<file path="src/rtl/fixed_pkg.sv">
// Q14.18 fixed-point types and the shared-multiplier arbiter state encoding.
package fixed_pkg;

    localparam int unsigned FIXED_FRAC_BITS = 18;

    typedef logic signed [31:0] fixed_t;

    typedef enum logic [1:0] {
        IDLE = 2'd0,
        MUL  = 2'd1,
        RESP = 2'd2
    } mul_arb_state_t;

endpackage

</file>
<file path="src/rtl/fixed_mul.sv">
// Combinational Q14.18 multiply, truncated (floor) back to Q14.18, wrapping on overflow.
module fixed_mul
    import fixed_pkg::*;
(
    input  fixed_t a,
    input  fixed_t b,
    output fixed_t r
);

    logic signed [63:0] a_ext;
    logic signed [63:0] b_ext;
    logic signed [63:0] prod;

    always_comb begin
        a_ext = 64'(a);
        b_ext = 64'(b);
        prod  = a_ext * b_ext;
        r     = fixed_t'(prod >>> FIXED_FRAC_BITS);
    end

endmodule

</file>
<file path="src/rtl/rr_arbiter.sv">
// Combinational round-robin pick: first requester after last_grant, wrapping modulo N.
module rr_arbiter #(
    parameter  int unsigned N   = 4,
    localparam int unsigned IDW = $clog2(N)
) (
    input  logic [N-1:0]   req,
    input  logic [IDW-1:0] last_grant,
    output logic [N-1:0]   gnt,
    output logic [IDW-1:0] gnt_idx
);

    logic [IDW-1:0] cand;

    // Scan farthest-to-nearest so the nearest valid requester overwrites the rest.
    always_comb begin
        gnt     = '0;
        gnt_idx = '0;
        cand    = '0;
        for (int unsigned k = N; k >= 1; k--) begin
            cand = IDW'((32'(last_grant) + k) % N);
            if (req[cand]) begin
                gnt       = '0;
                gnt[cand] = 1'b1;
                gnt_idx   = cand;
            end
        end
    end

endmodule

</file>
<file path="src/rtl/fixed_mul_arbiter.sv">
// Round-robin sharing of one fixed_mul among N_REQ valid/ready requesters.
// Define FIXED_MUL_ARB_PIPE_EN to register operands ahead of the multiplier (MUL state, 2-cycle latency).
module fixed_mul_arbiter
    import fixed_pkg::*;
#(
    parameter  int unsigned N_REQ = 4,
    localparam int unsigned IDW   = $clog2(N_REQ)
) (
    input  logic                 clk,
    input  logic                 rst_n,
    input  logic   [N_REQ-1:0]   req_valid,
    input  fixed_t [N_REQ-1:0]   req_a,
    input  fixed_t [N_REQ-1:0]   req_b,
    output logic   [N_REQ-1:0]   req_ready,
    output logic   [N_REQ-1:0]   rsp_valid,
    input  logic   [N_REQ-1:0]   rsp_ready,
    output fixed_t               rsp_r,
    output logic   [IDW-1:0]     rsp_id
);

`ifdef FIXED_MUL_ARB_PIPE_EN
    localparam mul_arb_state_t GRANT_STATE = MUL;
`else
    localparam mul_arb_state_t GRANT_STATE = RESP;
`endif

    mul_arb_state_t   state_q, state_d;
    logic [IDW-1:0]   last_grant_q, last_grant_d;
    logic [N_REQ-1:0] rsp_valid_q, rsp_valid_d;
    fixed_t           rsp_r_q, rsp_r_d;
    logic [IDW-1:0]   rsp_id_q, rsp_id_d;

    logic [N_REQ-1:0] arb_gnt;
    logic [IDW-1:0]   arb_idx;
    logic             accept;
    logic             can_accept;
    logic             grant;
    fixed_t           mul_a, mul_b, mul_r;

`ifdef FIXED_MUL_ARB_PIPE_EN
    fixed_t           op_a_q, op_a_d;
    fixed_t           op_b_q, op_b_d;
    logic [IDW-1:0]   op_id_q, op_id_d;

    assign mul_a = op_a_q;
    assign mul_b = op_b_q;
`else
    assign mul_a = req_a[arb_idx];
    assign mul_b = req_b[arb_idx];
`endif

    rr_arbiter #(
        .N (N_REQ)
    ) u_rr_arbiter (
        .req        (req_valid),
        .last_grant (last_grant_q),
        .gnt        (arb_gnt),
        .gnt_idx    (arb_idx)
    );

    fixed_mul u_fixed_mul (
        .a (mul_a),
        .b (mul_b),
        .r (mul_r)
    );

    // Draining the held response frees the multiplier for a grant in the same cycle.
    assign accept     = (state_q == RESP) && rsp_ready[rsp_id_q];
    assign can_accept = (state_q == IDLE) || accept;
    assign grant      = rst_n && can_accept && (|req_valid);

    always_ff @(posedge clk) begin
        if (!rst_n) begin
            state_q <= IDLE;
        end else begin
            state_q <= state_d;
        end
    end

    always_comb begin
        state_d = state_q;
        case (state_q)
            IDLE: begin
                if (grant) state_d = GRANT_STATE;
            end
            MUL: begin
                state_d = RESP;
            end
            RESP: begin
                if (grant) begin
                    state_d = GRANT_STATE;
                end else if (accept) begin
                    state_d = IDLE;
                end
            end
            default: begin
                state_d = IDLE;
            end
        endcase
    end

    always_comb begin
        req_ready    = grant ? arb_gnt : '0;
        last_grant_d = last_grant_q;
        rsp_valid_d  = rsp_valid_q;
        rsp_r_d      = rsp_r_q;
        rsp_id_d     = rsp_id_q;
        if (accept) begin
            rsp_valid_d = '0;
        end
        if (grant) begin
            last_grant_d = arb_idx;
        end
`ifdef FIXED_MUL_ARB_PIPE_EN
        op_a_d  = op_a_q;
        op_b_d  = op_b_q;
        op_id_d = op_id_q;
        if (grant) begin
            op_a_d  = req_a[arb_idx];
            op_b_d  = req_b[arb_idx];
            op_id_d = arb_idx;
        end
        if (state_q == MUL) begin
            rsp_r_d              = mul_r;
            rsp_id_d             = op_id_q;
            rsp_valid_d          = '0;
            rsp_valid_d[op_id_q] = 1'b1;
        end
`else
        if (grant) begin
            rsp_r_d              = mul_r;
            rsp_id_d             = arb_idx;
            rsp_valid_d          = '0;
            rsp_valid_d[arb_idx] = 1'b1;
        end
`endif
    end

    always_ff @(posedge clk) begin
        if (!rst_n) begin
            last_grant_q <= IDW'(N_REQ - 1);
            rsp_valid_q  <= '0;
            rsp_r_q      <= '0;
            rsp_id_q     <= '0;
`ifdef FIXED_MUL_ARB_PIPE_EN
            op_a_q       <= '0;
            op_b_q       <= '0;
            op_id_q      <= '0;
`endif
        end else begin
            last_grant_q <= last_grant_d;
            rsp_valid_q  <= rsp_valid_d;
            rsp_r_q      <= rsp_r_d;
            rsp_id_q     <= rsp_id_d;
`ifdef FIXED_MUL_ARB_PIPE_EN
            op_a_q       <= op_a_d;
            op_b_q       <= op_b_d;
            op_id_q      <= op_id_d;
`endif
        end
    end

    assign rsp_valid = rsp_valid_q;
    assign rsp_r     = rsp_r_q;
    assign rsp_id    = rsp_id_q;

endmodule

</file>
<file path="config.mk">
export PLATFORM = sky130hd
export DESIGN_NAME = fixed_mul_arbiter
export DESIGN_NICKNAME = d
export VERILOG_FILES = /design/src/rtl/fixed_pkg.sv /design/src/rtl/fixed_mul.sv /design/src/rtl/rr_arbiter.sv /design/src/rtl/fixed_mul_arbiter.sv
export SDC_FILE = /design/constraint.sdc
export NUM_CORES = 2
export LEC_CHECK = 0
export CAP_MARGIN = 5
export CORE_UTILIZATION = 41
export CTS_CLUSTER_SIZE = 12
export DETAILED_ROUTE_END_ITERATION = 10
export GPL_TIMING_DRIVEN = 0
export PLACE_DENSITY = 0.68
export SLEW_MARGIN = 20
export SYNTH_ARGS = -nofsm -noshare
export SYNTH_HDL_FRONTEND = slang
export SYNTH_SLANG_ARGS = --single-unit
export TNS_END_PERCENT = 1
</file>
<file path="constraint.sdc">
create_clock -name clk -period 33.5 [get_ports clk]
set_clock_uncertainty 0.05 [all_clocks]
set_input_delay 5.025 -clock clk [delete_from_list [all_inputs] [get_ports clk]]
set_output_delay 5.025 -clock clk [all_outputs]
set_load 0.05 [all_outputs]
</file>
==> results.cfg <==
[outcome]
status = completed

[logic_synthesis]
avgSynthCellArea_sq_um = 8.69
syn_area_sq_um = 33800
synth_cells = 3887
yosys.area.top_type = fa_1
ys_seq_elements = 41
yosys_warnings = 0
synth-seq-area-share = 0.0243
ys_async_sr_fraction = 0
synth_cell_types = 69
synth_edf_count = 0
synth_top_area_frac = 0.520
synth_ff_type = dfxtp_1
syn-num-nets = 5204
synth_area_leaders = fa_1 (52%), inv_1 (9.8%), nand2_1 (6.6%)

[global_route]
grt_max_degree = 14
grt_overflow = 0
grt_use_total = 0.371
antenna_found_initial = 9
grt_pass1_wl_mm = 216
grt_pass1_vias = 30788

[worst_hold_path]
hp-class = register to register
min_from = rsp_r[0]$_SDFFE_PN0P_

[timing]
period_share = 0.572
fmax_mhz = 52.2
setup_tns_ns = 0
slew_viol_final = 0
hold_viol = 0
rsz0062_at_grt = no
worstMarginPinSlew_ns = 1.30
setup_ws_ns = 14.35
post-route-min-period_ns = 19.15
slew_headroom = 0.132
setup_viol = 0

[finish]
nets = 5518
fillerInstances = 7971
final_cells = 5262
n_antenna_cell = 0
mostFrequentLayoutCell = inv_1
drive_gt1_frac = 0.0278
most-common-layout-cells = inv_1 (882), fa_1 (878), nand2_1 (594), nor2_1 (482), clkdlybuf4s50_1 (305)
syn_to_final_growth_pct = 13.6

[worst_setup_path]
worst_path_largest_cell_delay_ns = 0.97
worstSetupStartpoint = req_valid[1]
reg2reg_from = last_grant_q[0]$_SDFFE_PN1P_
critPathMaxFanout = 10
cp-end-kind = register
slowest_stage = clkbuf_1
arrival_ns = 19.26
cp_data_required_time_ns = 33.62
start_kind = primary input
critical_path_class = primary input to register
cpMostUsedCell = fa_1

[route]
via_count = 29804
wl_mm = 152
drc = 0
routed_via_density = 5.66
final_antenna_net_count = 0
drtIter0Drc = 3275
dr.pass1.iters = 6
wire_per_inst_microns = 28.8

[floorplanning]
io_pins = 308
die-width_microns = 289
die_y_microns = 289
die_area_sq_um = 83500
row_count = 104
core_area_sq_um = 81100
start_util = 0.417

[placement]
dp_cells = 5254
place_ws_ns = 14.56
place.gp.congestion = 1.06
dpl.hpwl_mm = 127
portBuffers = 305

[cts]
postCtsSetupBuffers = 0
htreeDepth = 2
cts_resized = 0
path_clk_slew_ns = 0.07
cts_tree = yes
clock_path_buffers = 2
clk-insertion-delay-late_ns = 0.30
hold_buffers = 0
cts_sinks = 41
clock_tree.root_cell = clkbuf_16
cts_buffers = 5

[job]
max-cap-violations = 0
==> state kept, by name (all words and copies together), names as in the netlist <==
register      count
state_q           1
rsp_valid         4
rsp_id            2
rsp_r            32
last_grant_q      2
==> final timing paths <==
check             slack, ns  cells after the start                     end
hold reg to reg        0.41                      2   rsp_r[0]$_SDFFE_PN0P_
hold / removal         0.41                      2   rsp_r[0]$_SDFFE_PN0P_
setup reg to reg      18.12                     39  rsp_r[31]$_SDFFE_PN0P_
setup / recovery      14.35                     36  rsp_r[31]$_SDFFE_PN0P_
==> layout make-up <==
cell class              count  area [sq um]  area share
plain buffers             207           895      0.0233
clock buffers               6           129     0.00336
clock inverters             2          38.8     0.00101
inverters                 883          3310      0.0864
multi-input cells        2756         28800       0.750
flip-flops and latches     41           821      0.0214
well taps                1060          1330      0.0346
repair buffers            307          3080      0.0801
==> Yosys cell counts, types with 3 or more instances <==
cell type / number
inv_1: 882
fa_1: 878
nand2_1: 594
nor2_1: 482
ha_1: 173
clkbuf_1: 160
mux2i_1: 145
o21ai_0: 53
a21oi_1: 49
nand3_1: 44
and2_1: 43
dfxtp_1: 41
a21o_1: 38
xnor2_1: 36
buf_2: 28
mux2_2: 27
xor2_1: 17
a211oi_1: 15
a31oi_1: 13
nand4_1: 13
o211ai_1: 12
o21bai_1: 11
a211o_1: 9
buf_1: 9
o31ai_1: 9
mux2i_2: 7
nand2b_1: 7
nor2b_1: 7
nor3_1: 7
a221oi_1: 6
mux4_2: 6
buf_6: 5
and3_1: 4
buf_4: 4
o211a_1: 4
a22oi_1: 3
o21a_1: 3
or2_2: 3
==> logic make-up after synthesis <==
family	share of synthesized area
XOR/XNOR	0.0137
adder cells (fa/ha/maj)	0.585
AO/OA/AOI/OAI	0.0509
AND/OR/NAND/NOR	0.143
flip-flops	0.0243
buffers and inverters	0.124
multiplexers	0.0588
==> stage by stage <==
| stage | utilization | instance area (sq um) | hold slack, ns |
|---|---|---|---|
| floorplan | - | 33800 | 0.452 |
| global placement | 0.471 | 38200 | 0.393 |
| detailed placement | 0.471 | 38200 | 0.402 |
| CTS | 0.473 | 38400 | 0.411 |
| global route | 0.473 | 38400 | 0.443 |
| finish | 0.473 | 38400 | 0.411 |
==> per-layer routing <==
metal	vias to the layer above	routed length [microns]	GRT usage
met4	10	13600	0.268
met5	-	57	0
met2	2101	64000	0.547
met3	561	19600	0.119
li1	12074	-	-
met1	15058	54400	0.458
==> worst max-delay path: cells and delay by family <==
kind | cells | cell delay (ns)
compound gates | 8 | 2.89
fa+ha+maj | 9 | 4.21
simple gates | 8 | 2.26
mux | 1 | 0.23
buf+inv | 10 | 4.57
Power is left out: the tool's default activity adds up to more than one toggle a clock period on the data nets, which glitch-free logic cannot reach.
